--- config.mk ---
export PLATFORM = sky130hd
export DESIGN_NAME = pipelined_adder_tree
export DESIGN_NICKNAME = d
export VERILOG_FILES = /design/src/rtl/pipelined_adder_tree.sv
export SDC_FILE = /design/constraint.sdc
export NUM_CORES = 1
export LEC_CHECK = 0
export BUFFER_PORTS_ARGS = -buffer_cell sky130_fd_sc_hd__buf_2
export CAP_MARGIN = 20
export CORE_AREA = 3 3 279 281
export CTS_CLUSTER_SIZE = 30
export DETAILED_ROUTE_END_ITERATION = 7
export DIE_AREA = 0 0 282 284
export PLACE_DENSITY_LB_ADDON = 0.08
export SETUP_SLACK_MARGIN = 0.15
export SLEW_MARGIN = 20
export SYNTH_ARGS = -nofsm -noshare
export SYNTH_HDL_FRONTEND = slang
export SYNTH_SLANG_ARGS = --single-unit
--- constraint.sdc ---
create_clock -name clk -period 4.3 [get_ports clk]
set_input_delay 0.43 -clock clk [delete_from_list [all_inputs] [get_ports clk]]
set_output_delay 0.43 -clock clk [all_outputs]
set_load 0.005 [all_outputs]
--- src/rtl/pipelined_adder_tree.sv ---
// pipelined_adder_tree
//   Sums N_INPUTS operands per beat through a registered binary adder tree
//   (D = clog2(N_INPUTS) levels), then accumulates tree sums across a
//   first..last group of beats. The group result appears D+1 cycles after
//   the last beat.
//
//   Optional feature: define ADDER_TREE_ACC_SAT_EN to clamp every accumulator
//   add to the ACC_WIDTH range and report it on dout_sat. Without it the
//   accumulator wraps and dout_sat is tied low.
//
// Ports
//   clk, rst_n       : clock (rising edge), async active-low reset
//   din_valid        : beat strobe
//   din_first/last   : group framing, qualified by din_valid
//   din              : N_INPUTS operands, operand k at [k*DATA_WIDTH +: DATA_WIDTH]
//   dout_valid       : one-cycle pulse per completed group
//   dout, dout_sat   : group sum and clamp flag, held until next dout_valid
//   seq_err          : one-cycle pulse on a framing violation
module pipelined_adder_tree #(
  parameter int N_INPUTS   = 37,
  parameter int DATA_WIDTH = 8,
  parameter int SIGNED     = 0,
  parameter int ACC_WIDTH  = 24
) (
  input  logic                           clk,
  input  logic                           rst_n,
  input  logic                           din_valid,
  input  logic                           din_first,
  input  logic                           din_last,
  input  logic [N_INPUTS*DATA_WIDTH-1:0] din,
  output logic                           dout_valid,
  output logic [ACC_WIDTH-1:0]           dout,
  output logic                           dout_sat,
  output logic                           seq_err
);
  localparam int D          = $clog2(N_INPUTS);
  localparam int TREE_WIDTH = DATA_WIDTH + D;

  // operand count at tree level l
  function automatic int cnt(input int l);
    return (N_INPUTS + (1 << l) - 1) >> l;
  endfunction

  // ---------------- adder tree ----------------
  for (genvar l = 0; l <= D; l++) begin : g_lvl
    localparam int W = DATA_WIDTH + l;
    localparam int C = cnt(l);
    logic [C-1:0][W-1:0] w_opnd;

    if (l == 0) begin : g_in
      assign w_opnd = din;
    end else begin : g_add
      localparam int PC = cnt(l - 1);
      logic [C-1:0][W-1:0] w_sum;
      logic [C-1:0][W-1:0] r_sum;

      for (genvar k = 0; k < C; k++) begin : g_node
        logic [W-1:0] w_a, w_b;
        assign w_a = {(SIGNED != 0) & g_lvl[l-1].w_opnd[2*k][W-2], g_lvl[l-1].w_opnd[2*k]};
        if (2*k + 1 < PC) begin : g_pair
          assign w_b = {(SIGNED != 0) & g_lvl[l-1].w_opnd[2*k+1][W-2], g_lvl[l-1].w_opnd[2*k+1]};
        end else begin : g_odd
          // leftover operand rides through extended so levels stay aligned
          assign w_b = '0;
        end
        assign w_sum[k] = w_a + w_b;
      end

      always_ff @(posedge clk or negedge rst_n) begin
        if (!rst_n) r_sum <= '0;
        else        r_sum <= w_sum;
      end
      assign w_opnd = r_sum;
    end
  end

  // framing travels alongside the tree data
  logic [D:1] r_vld, r_first, r_last;
  always_ff @(posedge clk or negedge rst_n) begin
    if (!rst_n) begin
      r_vld   <= '0;
      r_first <= '0;
      r_last  <= '0;
    end else begin
      r_vld[1]   <= din_valid;
      r_first[1] <= din_first;
      r_last[1]  <= din_last;
      for (int i = 2; i <= D; i++) begin
        r_vld[i]   <= r_vld[i-1];
        r_first[i] <= r_first[i-1];
        r_last[i]  <= r_last[i-1];
      end
    end
  end

  // ---------------- accumulator ----------------
  logic [TREE_WIDTH-1:0] w_tree;
  logic [ACC_WIDTH-1:0]  w_ext;
  assign w_tree = g_lvl[D].w_opnd[0];
  if (SIGNED != 0) begin : g_sext
    assign w_ext = ACC_WIDTH'($signed(w_tree));
  end else begin : g_zext
    assign w_ext = ACC_WIDTH'(w_tree);
  end

  typedef enum logic {IDLE, ACCUM} state_t;
  state_t               r_state;
  logic [ACC_WIDTH-1:0] r_acc, r_dout, w_base, w_next;
  logic                 r_dout_valid, r_seq_err;
  logic                 w_beat, w_start, w_err;

  assign w_beat  = r_vld[D];
  // a beat in IDLE always opens a group, even without first
  assign w_start = r_first[D] | (r_state == IDLE);
  assign w_err   = (r_state == IDLE) ? ~r_first[D] : r_first[D];
  assign w_base  = w_start ? '0 : r_acc;

`ifdef ADDER_TREE_ACC_SAT_EN
  logic [ACC_WIDTH:0] w_full;
  logic               w_clamp, w_sat_grp, r_sat, r_dout_sat;

  always_comb begin
    w_full  = '0;
    w_clamp = 1'b0;
    w_next  = '0;
    if (SIGNED != 0) begin
      w_full  = {w_base[ACC_WIDTH-1], w_base} + {w_ext[ACC_WIDTH-1], w_ext};
      w_clamp = w_full[ACC_WIDTH] ^ w_full[ACC_WIDTH-1];
      if (!w_clamp)              w_next = w_full[ACC_WIDTH-1:0];
      else if (w_full[ACC_WIDTH]) w_next = {1'b1, {(ACC_WIDTH-1){1'b0}}};
      else                        w_next = {1'b0, {(ACC_WIDTH-1){1'b1}}};
    end else begin
      w_full  = {1'b0, w_base} + {1'b0, w_ext};
      w_clamp = w_full[ACC_WIDTH];
      w_next  = w_clamp ? '1 : w_full[ACC_WIDTH-1:0];
    end
  end
  assign w_sat_grp = (w_start ? 1'b0 : r_sat) | w_clamp;

  always_ff @(posedge clk or negedge rst_n) begin
    if (!rst_n) begin
      r_sat      <= 1'b0;
      r_dout_sat <= 1'b0;
    end else if (w_beat) begin
      r_sat <= w_sat_grp;
      if (r_last[D]) r_dout_sat <= w_sat_grp;
    end
  end
  assign dout_sat = r_dout_sat;
`else
  assign w_next   = w_base + w_ext;
  assign dout_sat = 1'b0;
`endif

  always_ff @(posedge clk or negedge rst_n) begin
    if (!rst_n) begin
      r_state      <= IDLE;
      r_acc        <= '0;
      r_dout       <= '0;
      r_dout_valid <= 1'b0;
      r_seq_err    <= 1'b0;
    end else begin
      r_dout_valid <= 1'b0;
      r_seq_err    <= 1'b0;
      if (w_beat) begin
        r_acc     <= w_next;
        r_seq_err <= w_err;
        if (r_last[D]) begin
          r_state      <= IDLE;
          r_dout       <= w_next;
          r_dout_valid <= 1'b1;
        end else begin
          r_state <= ACCUM;
        end
      end
    end
  end

  assign dout       = r_dout;
  assign dout_valid = r_dout_valid;
  assign seq_err    = r_seq_err;
endmodule

# Word-level counts from Yosys, hierarchy flattened

Cells that the tools add are included.

$add $sub $neg: 37
Muxes and demuxes: 6
Bitwise gates (word level): 3
Reduce and logical (&&, ||, !) cells: 1

Operators by type and width:

| cell                                      | number |
|---|---|
| 8-bit by 8-bit adder with 9-bit output    | 18 |
| 9-bit by 9-bit adder with 10-bit output   | 9 |
| 10-bit by 10-bit adder with 11-bit output | 4 |
| 11-bit by 11-bit adder with 12-bit output | 2 |
| 24-bit by 14-bit adder with 24-bit output | 1 |
| 24-bit two-way mux                        | 1 |
| 13-bit by 11-bit adder with 14-bit output | 1 |
| 12-bit by 12-bit adder with 13-bit output | 1 |
| 10-bit by 8-bit adder with 11-bit output  | 1 |
| 1-bit two-way mux                         | 5 |
| 1-bit inverter                            | 2 |
| 2-bit AND reduction                       | 1 |
| 1-bit OR                                  | 1 |

Register bits after elaboration: 465
Bits of input ports: 301
Output and inout bits: 27
Logic and storage cells: 95

# Depth between registers and ports, before layout

Gate-level depths: netlist of run 1.

Depth after elaboration: 4
Gate-level depth with buffers: 15
Depth with buffers taken out: 12

# Worst setup path after synthesis of run 1

OpenSTA, ideal clock, no wires.

Path kind: flip-flop to flip-flop
From: register r_state
To: register r_acc[12]
Setup time: 0.136 ns
Data arrival time: 3.027 ns
Data required time: 4.164 ns
Slack: 1.137 ns
Stages on the path, launching flop included: 15
Path buffers: 3
Period minus slack after synthesis: 3.163 ns
Cell sequence: dfrtp_1 -> ha_1 -> buf_2 -> clkbuf_1 -> clkbuf_1 -> and2_1 -> ha_1 -> fa_1 -> a211oi_2 -> o21ai_1 -> a211oi_2 -> o21ai_1 -> a21oi_1 -> xor2_1 -> mux2i_1

Longest elaborated chain between the ends: 4

RTL lines:

| element                                   | line | source |
|---|---|---|
| from (decl)                               | 107  | `state_t r_state;` |
| from (signal assigned)                    | 157  | `r_state <= IDLE;` |
| from (signal assigned)                    | 169  | `r_state <= IDLE;` |
| from (signal assigned)                    | 173  | `r_state <= ACCUM;` |
| 1-bit inverter                            | 114  | `assign w_start = r_first[D] \| (r_state == IDLE);` |
| 1-bit OR                                  | 114  |  |
| 24-bit two-way mux                        | 116  | `assign w_base = w_start ? '0 : r_acc;` |
| 24-bit by 14-bit adder with 24-bit output | 151  | `assign w_next = w_base + w_ext;` |
| to (signal assigned)                      | 166  | `r_acc <= w_next;` |
| to (decl)                                 | 108  | `logic [ACC_WIDTH-1:0] r_acc, r_dout, w_base, w_next;` |

No other way between the ends.
A chain may end at the register's enable or synchronous reset.

# Worst setup path after layout of run 1

Ends and elaborated chain as after synthesis.

==> flow_summary.yaml, run 1 <==
status:
  outcome: "complete, no violations"
synthesis:
  synth-edff-count: 0
  yosys_warnings: 0
  avgSynthCellArea_um2: 11.1
  async_reset_ff_frac: 1.00
  synth_top_family_by_area: "adder cells"
  yosys_register_bits: 465
  muxShareOfSynthArea: 0.0107
  synth_xor_xnor_area_share: 0.0839
  seq_area_frac_synth: 0.468
  syn_inst: 2247
  synth_top_area_cell: "dfrtp_1"
  yosys.area_share.simple: 0.0682
  yosysMostFrequentCell: "dfrtp_1"
  yosysUniqueCellTypes: 70
  yosys.area_share.adder: 0.198
  synth_area_leaders: "dfrtp_1 47%, ha_1 17%, xnor2_1 5.6%"
  synthFlopType: "dfrtp_1"
  synth_top_cells_by_count: "465 x dfrtp_1, 333 x ha_1, 235 x inv_1, 178 x a21oi_1, 160 x xnor2_1"
  synth_nets: 2918
  synth_top_area_frac: 0.468
  synth-compound-area-share: 0.132
  synth_area_um2: 24800
final_layout:
  post-route-cell-area_um2: 29800
  drive_above_1_share: 0.177
  multi_input_comb_area_um2: 12200
  areaGrowthSynthToFinish_pct: 19.8
  nets: 3307
  fill_cells: 7385
  regArea_um2: 11600
drt:
  vias: 16500
  firstDrtPassIters: 6
  drtIter0Drc: 447
  drcViolationCount: 0
  viasPerCell: 4.50
  drtAntennaViolNets: 0
  wl_um: 51700
  wl_per_cell_um: 14.1
clocking:
  clock_path_buffers: 3
  worst_skew_pair.late_latency_ps: 590
  htreeDepth: 2
  cts_setup_buffers: 0
  clk_pin_slew_ps: 60
  clockRootBuffer: "clkbuf_16"
  cts_tree: "done"
  numCtsBuffers: 54
  clock_sinks: 465
die:
  die_h_um: 284
  rows: 101
  initial_core_util: 0.328
  coreArea_um2: 75700
  die_area_um2: 80100
  die_w_um: 282
  ios: 328
sta:
  timing.hold.ws_ps: 74.9
  max_clock_freq_ghz: 0.313
  min_period_over_period: 0.742
  tightestPinTransition_ps: 839
  relSlewSlack: 0.441
  fin_tns_setup_ps: 0
  rsz0062_at_grt: "false"
  final_max_slew_viol_count: 0
  hold_violations: 0
  clock_skew_ps: 16.0
  setup_viol: 0
  period_needed_ps: 3190
critical_path:
  crit_fanout: 21
  worstPathRequired_ps: 4770
  reg2reg_setup_slack_ps: 1110
  arrival_ps: 3660
  critical_path_class: "reg2reg"
  start_kind: "flop"
  end_kind: "flop"
placement:
  place.gp.congestion: 0.806
  hpwl_um: 40400
  placed_area_um2: 27800
  io_buffers: 326
power_and_ir_drop:
  p_leak_uw: 0.0149
  ir_drop_mv: 0.310
  power_density_nw_per_um2: 647
global_route:
  grt_overflow: 0
  antenna_found_initial: 0
  grtUsageTotal: 0.132
  grt_max_degree: 102
  grt_pass1_vias: 17900
  grt_first_pass_wirelength_um: 86800
run:
  maxCapViolCount: 0
hold_path:
  min_path_type: "in2reg"
-- power by group --
group / switching [uW] / leakage, uW / internal [uW]
Clock: 1830 / 0.000931 / 2900
Sequential: 679 / 0.00550 / 5920
Combinational: 4270 / 0.00848 / 3670
Total: 6780 / 0.0149 / 12500
-- cells in the final DEF, fill, tap and decap left out, types with 4 or more instances in the layout --
cell and instances:
clkbuf_1 7, o21ai_0 136, a21o_1 91, o21ai_1 11, a21oi_2 8, a21oi_1 178
a21boi_0 25, inv_1 235, o21bai_1 23, nor2_1 98, clkbuf_8 11, clkbuf_16 57
nand2_1 125, xor2_1 78, o211ai_1 4, mux2_2 20, buf_4 7, dfrtp_1 465
nand2b_1 24, a31oi_1 10, nor2b_1 34, bufinv_16 5, and3_1 11, mux2i_1 4
a2111oi_0 4, xnor2_1 160, a211oi_1 4, buf_12 4, fa_1 37, and2_1 16
nand3_1 25, clkinv_2 18, ha_1 333, buf_2 325, dlygate4sd3_1 12, or3_1 4
nor3_1 13, clkinvlp_4 4
-- logic make-up (layout without fill, tap and decap cells) --
family                     after synthesis  after routing
AOI/OAI and AO/OA                      533            533
xor gates and xnor gates               238            238
DFF                                    465            465
adders and majority gates              370            370
buffers and inverters                  252            687
and+or+nand+nor                        364            364
other                                    1              2
muxes                                   24             24
-- through the flow --
step | instances | setup slack (ps) | total power (uW) | utilization
global route | 3660 | 777 | 21100 | 0.393
floorplan | 2247 | 1140 | 12500 | -
CTS | 3660 | 1040 | 19700 | 0.393
finish | 3661 | 1110 | 19300 | 0.393
global placement | 3546 | 1040 | 14700 | 0.367
detailed placement | 3546 | 1050 | 14800 | 0.367
-- sequential cells by signal, indices dropped and copies added, names as in the netlist --
name	cells
r_state	1
dout	24
r_last	6
r_vld	6
r_acc	24
dout_valid	1
g_lvl.g_add.r_sum	396
r_first	6
seq_err	1
-- area by class of cell --
| class | instances | area share |
|---|---|---|
| well taps | 978 | 0.0411 |
| clock buffers | 75 | 0.0539 |
| inverters | 236 | 0.0298 |
| diodes | 1 | 0.0000841 |
| multi-input cells | 1530 | 0.411 |
| clock inverters | 27 | 0.00908 |
| repair buffers | 349 | 0.0637 |
| flip-flops and latches | 465 | 0.391 |
-- worst paths after layout --
kind | start | to | cells after the start
worst max-delay path | r_state | r_acc[12] | 11
worst max register to register | r_state | r_acc[12] | 11
max in group asynchronous | rst_n | g_lvl[1].g_add.r_sum[151] | 3
worst min-delay path | din[168] | g_lvl[1].g_add.r_sum[90] | 2
worst min register to register | g_lvl[1].g_add.r_sum[162] | g_lvl[2].g_add.r_sum[90] | 0
min in group asynchronous | rst_n | g_lvl[1].g_add.r_sum[7] | 2
-- metal layers --
| metal | routed length (um) | global-route usage | vias to the layer above |
|---|---|---|---|
| met1 | 23200 | 0.167 | 7732 |
| met5 | 0 | 0 | - |
| met3 | 1810 | 0.0216 | 78 |
| met2 | 25500 | 0.231 | 235 |
| li1 | - | - | 8417 |
| met4 | 1160 | 0.0366 | 0 |
-- what timing repair did --
| action | CTS | global route |
|---|---|---|
| gates resized for setup | 0 | 0 |
| endpoints found under the hold margin | 104 | 0 |
| hold buffers | 12 | 0 |
-- critical path, cell delays in order (launching register included) --
cell      delay, ps
dfrtp_1         380
ha_1            420
and2_1          270
ha_1            220
fa_1            440
a211oi_2        230
o21ai_1         120
a211oi_2        370
o21ai_1         130
a21oi_1         180
xor2_1          210
mux2i_1         100
Power figures use the tool's default switching activity.
==> run 2: changes to the inputs <==
--- a/config.mk
+++ b/config.mk
@@ -5,12 +5,13 @@
 export SDC_FILE = /design/constraint.sdc
 export NUM_CORES = 1
 export LEC_CHECK = 0
+export ABC_AREA = 1
 export BUFFER_PORTS_ARGS = -buffer_cell sky130_fd_sc_hd__buf_2
 export CAP_MARGIN = 20
-export CORE_AREA = 3 3 279 281
+export CORE_AREA = 3 3 289 291
 export CTS_CLUSTER_SIZE = 30
 export DETAILED_ROUTE_END_ITERATION = 7
-export DIE_AREA = 0 0 282 284
+export DIE_AREA = 0 0 292 294
 export PLACE_DENSITY_LB_ADDON = 0.08
 export SETUP_SLACK_MARGIN = 0.15
 export SLEW_MARGIN = 20
==> constraint.sdc (replaced) <==
create_clock -name clk -period 3.09 [get_ports clk]
set_input_delay 0.309 -clock clk [delete_from_list [all_inputs] [get_ports clk]]
set_output_delay 0.309 -clock clk [all_outputs]
set_load 0.005 [all_outputs]
==> run 2 against run 1 <==
  * Via count grew 21%
  * Flip-flop and latch count is the same
  * Synthesized cell count grew 25%
  * Maximum frequency grew 29%
  * Hold slack lost 11 ps
  * Cell count grew 19%
  * Clock power grew 37%
  * Register-to-register slack lost 500 ps
  * Clock skew shrank 0.71 ps
  * Combinational power grew 60%
  * Largest cell class unchanged
  * Largest power group unchanged
==> flow_summary.yaml, run 2 <==
critical_path:
  reg2reg_setup_slack_ps: 610
  r2r_cells: 15
  path_cells: "ha_1, buf_4, nand2_1, inv_1, fa_1, nand3_1, nand3_1, nand2_1, nand2_1, nand2_1, nand2_2, nand2_1, nand2_1, nand3_1, nand2_1"
  cp.buffers_inverters: 2
  worst-path-stages: 15
  rr_startpoint: "r_state"
  cpMostUsedCell: "nand2_1"
  crit_fanout: 28
  cp_slowest_stage_delay_ps: 430
  reg2reg_to: "r_acc[20]"
  path_delay_family: "simple AND/OR/NAND/NOR gates"
  worstPathRequired_ps: 3560
  arrival_ps: 2950
  end_kind: "flop"
  critPathSlowestCell: "fa_1"
  critical_path_class: "reg2reg"
  start_kind: "flop"
drt:
  viasPerCell: 4.56
  wl_per_cell_um: 14.0
  drtIter0Drc: 629
  drtAntennaViolNets: 0
  wl_um: 61100
  drcViolationCount: 0
  firstDrtPassIters: 5
  vias: 19900
final_layout:
  largest_reg_flops: 396
  nets: 3921
  post-route-cell-area_um2: 32100
  drive_above_1_share: 0.136
  regArea_um2: 11600
  layout_commonest_cell: "nand2_1"
  fill_cells: 8084
  multi_input_comb_area_um2: 13700
  areaGrowthSynthToFinish_pct: 20.2
  layout_common_cells: "544 x nand2_1, 465 x dfrtp_1, 344 x inv_1"
  regMostFlops: "g_lvl.g_add.r_sum"
synthesis:
  synth_nets: 3490
  avgSynthCellArea_um2: 9.47
  yosysMostFrequentCell: "nand2_1"
  yosysUniqueCellTypes: 42
  synthFlopType: "dfrtp_1"
  seq_area_frac_synth: 0.436
  synth_top_area_frac: 0.436
  syn_inst: 2819
  yosys_warnings: 0
  synth_top_area_cell: "dfrtp_1"
  synth-edff-count: 0
  async_reset_ff_frac: 1.00
  synth_area_leaders: "dfrtp_1 44%, ha_1 16%, nand2_1 7.6%"
  synth_area_um2: 26700
  synth_top_cells_by_count: "544 x nand2_1, 465 x dfrtp_1, 344 x inv_1, 333 x ha_1, 228 x a21oi_1"
  yosys_register_bits: 465
die:
  rows: 104
  coreArea_um2: 80800
  ios: 328
  die_area_um2: 85800
  initial_core_util: 0.330
  die_w_um: 292
  die_h_um: 294
clocking:
  numCtsBuffers: 55
  cts-resized-gates: 0
  clockRootBuffer: "clkbuf_16"
  clock_sinks: 465
  cts_tree: "done"
  clk_pin_slew_ps: 60
  worst_skew_pair.late_latency_ps: 590
  clock_path_buffers: 3
  htreeDepth: 2
sta:
  fin_tns_setup_ps: 0
  relSlewSlack: 0.383
  period_needed_ps: 2480
  rsz0062_at_grt: "false"
  hold_violations: 0
  max_clock_freq_ghz: 0.404
  tightestPinTransition_ps: 926
  setup_viol: 0
  clock_skew_ps: 15.3
  min_period_over_period: 0.802
  final_max_slew_viol_count: 0
power_and_ir_drop:
  p_leak_uw: 0.0168
  power.internal_uw: 17500
  netSwitchingPower_uw: 11000
  combPwrFrac: 0.445
  power_density_nw_per_um2: 888
  ir_drop_mv: 0.454
  clockPowerShare: 0.228
  switching_share: 0.387
  pwr-share-seq: 0.327
placement:
  hpwl_um: 48300
  placed_area_um2: 29800
  io_buffers: 326
  place.gp.congestion: 0.839
run:
  maxCapViolCount: 0
global_route:
  grt_overflow: 0
  grtUsageTotal: 0.144
  grt_max_degree: 88
  antenna_found_initial: 0
  grt_pass1_vias: 21200
  grt_first_pass_wirelength_um: 103000
hold_path:
  whs_path_depth: 3
  whs_endpoint: "g_lvl[1].g_add.r_sum[160]"
  hold_start: "din[287]"
  min_path_type: "in2reg"
status:
  outcome: "complete, no violations"
==> run 2: cell types whose count changed after synthesis, moves of 50 or more <==
cell and change:
nand3_1 +123, xnor2_1 -67, o21ai_0 -86, inv_1 +109, a21oi_1 +50, xor2_1 +87, nand2_1 +419
==> run 2: area by class of cell <==
cell class	instances	share of cell area
antenna	1	0.0000780
clock buffer	75	0.0480
clock inverter	26	0.00936
inverter	352	0.0412
multi-input combinational	1989	0.426
sequential	465	0.363
tap	1060	0.0413
timing repair buffer	387	0.0711
==> run 2: metrics by stage <==
| stage | hold WS (ps) | util | std cells | total power, uW | worst slack [ps] |
|---|---|---|---|---|---|
| floorplan | 13.4 | - | 2819 | 18500 | 643 |
| global placement | 333 | 0.368 | 4205 | 22200 | 643 |
| detailed placement | 335 | 0.368 | 4205 | 22200 | 595 |
| CTS | 7.34 | 0.397 | 4354 | 29100 | 572 |
| global route | 55.7 | 0.397 | 4354 | 31300 | 403 |
| finish | 63.5 | 0.397 | 4355 | 28500 | 612 |
==> run 2: how the worst max path moves through the flow <==
stage / endpoint / startpoint / slack, ps
after CTS: r_acc[20] / r_state / 570
after detailed placement: dout[20] / r_state / 590
after global routing: r_acc[20] / r_state / 400
after floorplan: dout[10] / r_first[6] / 640
final: r_acc[20] / r_state / 610
after global placement: dout[20] / r_state / 640
==> run 2: worst register-to-register path, stage by stage (launching register included) <==
cell and delay (ps):
dfrtp_1 380, ha_1 200, buf_4 240, nand2_1 110
inv_1 70, fa_1 430, nand3_1 110, nand3_1 110
nand2_1 130, nand2_1 100, nand2_1 140, nand2_2 80
nand2_1 60, nand2_1 60, nand3_1 70, nand2_1 70
==> run 2: repair_timing <==
action,4_1_cts,5_1_grt
endpoints found under the hold margin,85,0
buffers inserted,0,0
hold buffers,48,0
setup endpoints to repair,0,0
==> run 2: cells by family after synthesis <==
kind of cell	share of synthesized area
and+or+nand+nor	0.146
DFF	0.436
AOI/OAI and AO/OA	0.0967
adders and majority gates	0.184
buffers and inverters	0.0519
xor gates and xnor gates	0.0853
other	0.000140
==> run 2: routing by layer <==
| metal | up-vias | GRT usage | wire [um] |
|---|---|---|---|
| met3 | 98 | 0.0199 | 2070 |
| met2 | 312 | 0.243 | 28600 |
| met5 | - | 0 | 0 |
| met4 | 0 | 0.0427 | 1500 |
| li1 | 10200 | - | - |
| met1 | 9204 | 0.192 | 28900 |
==> run 2: power groups by stage <==
stage,logic [uW],clock network [uW],registers (uW)
after floorplan,9630,0,8900
after global placement,12700,0,9490
after detailed placement,12700,0,9460
after CTS,12900,6800,9390
after global routing,14700,7060,9540
final,12700,6490,9320
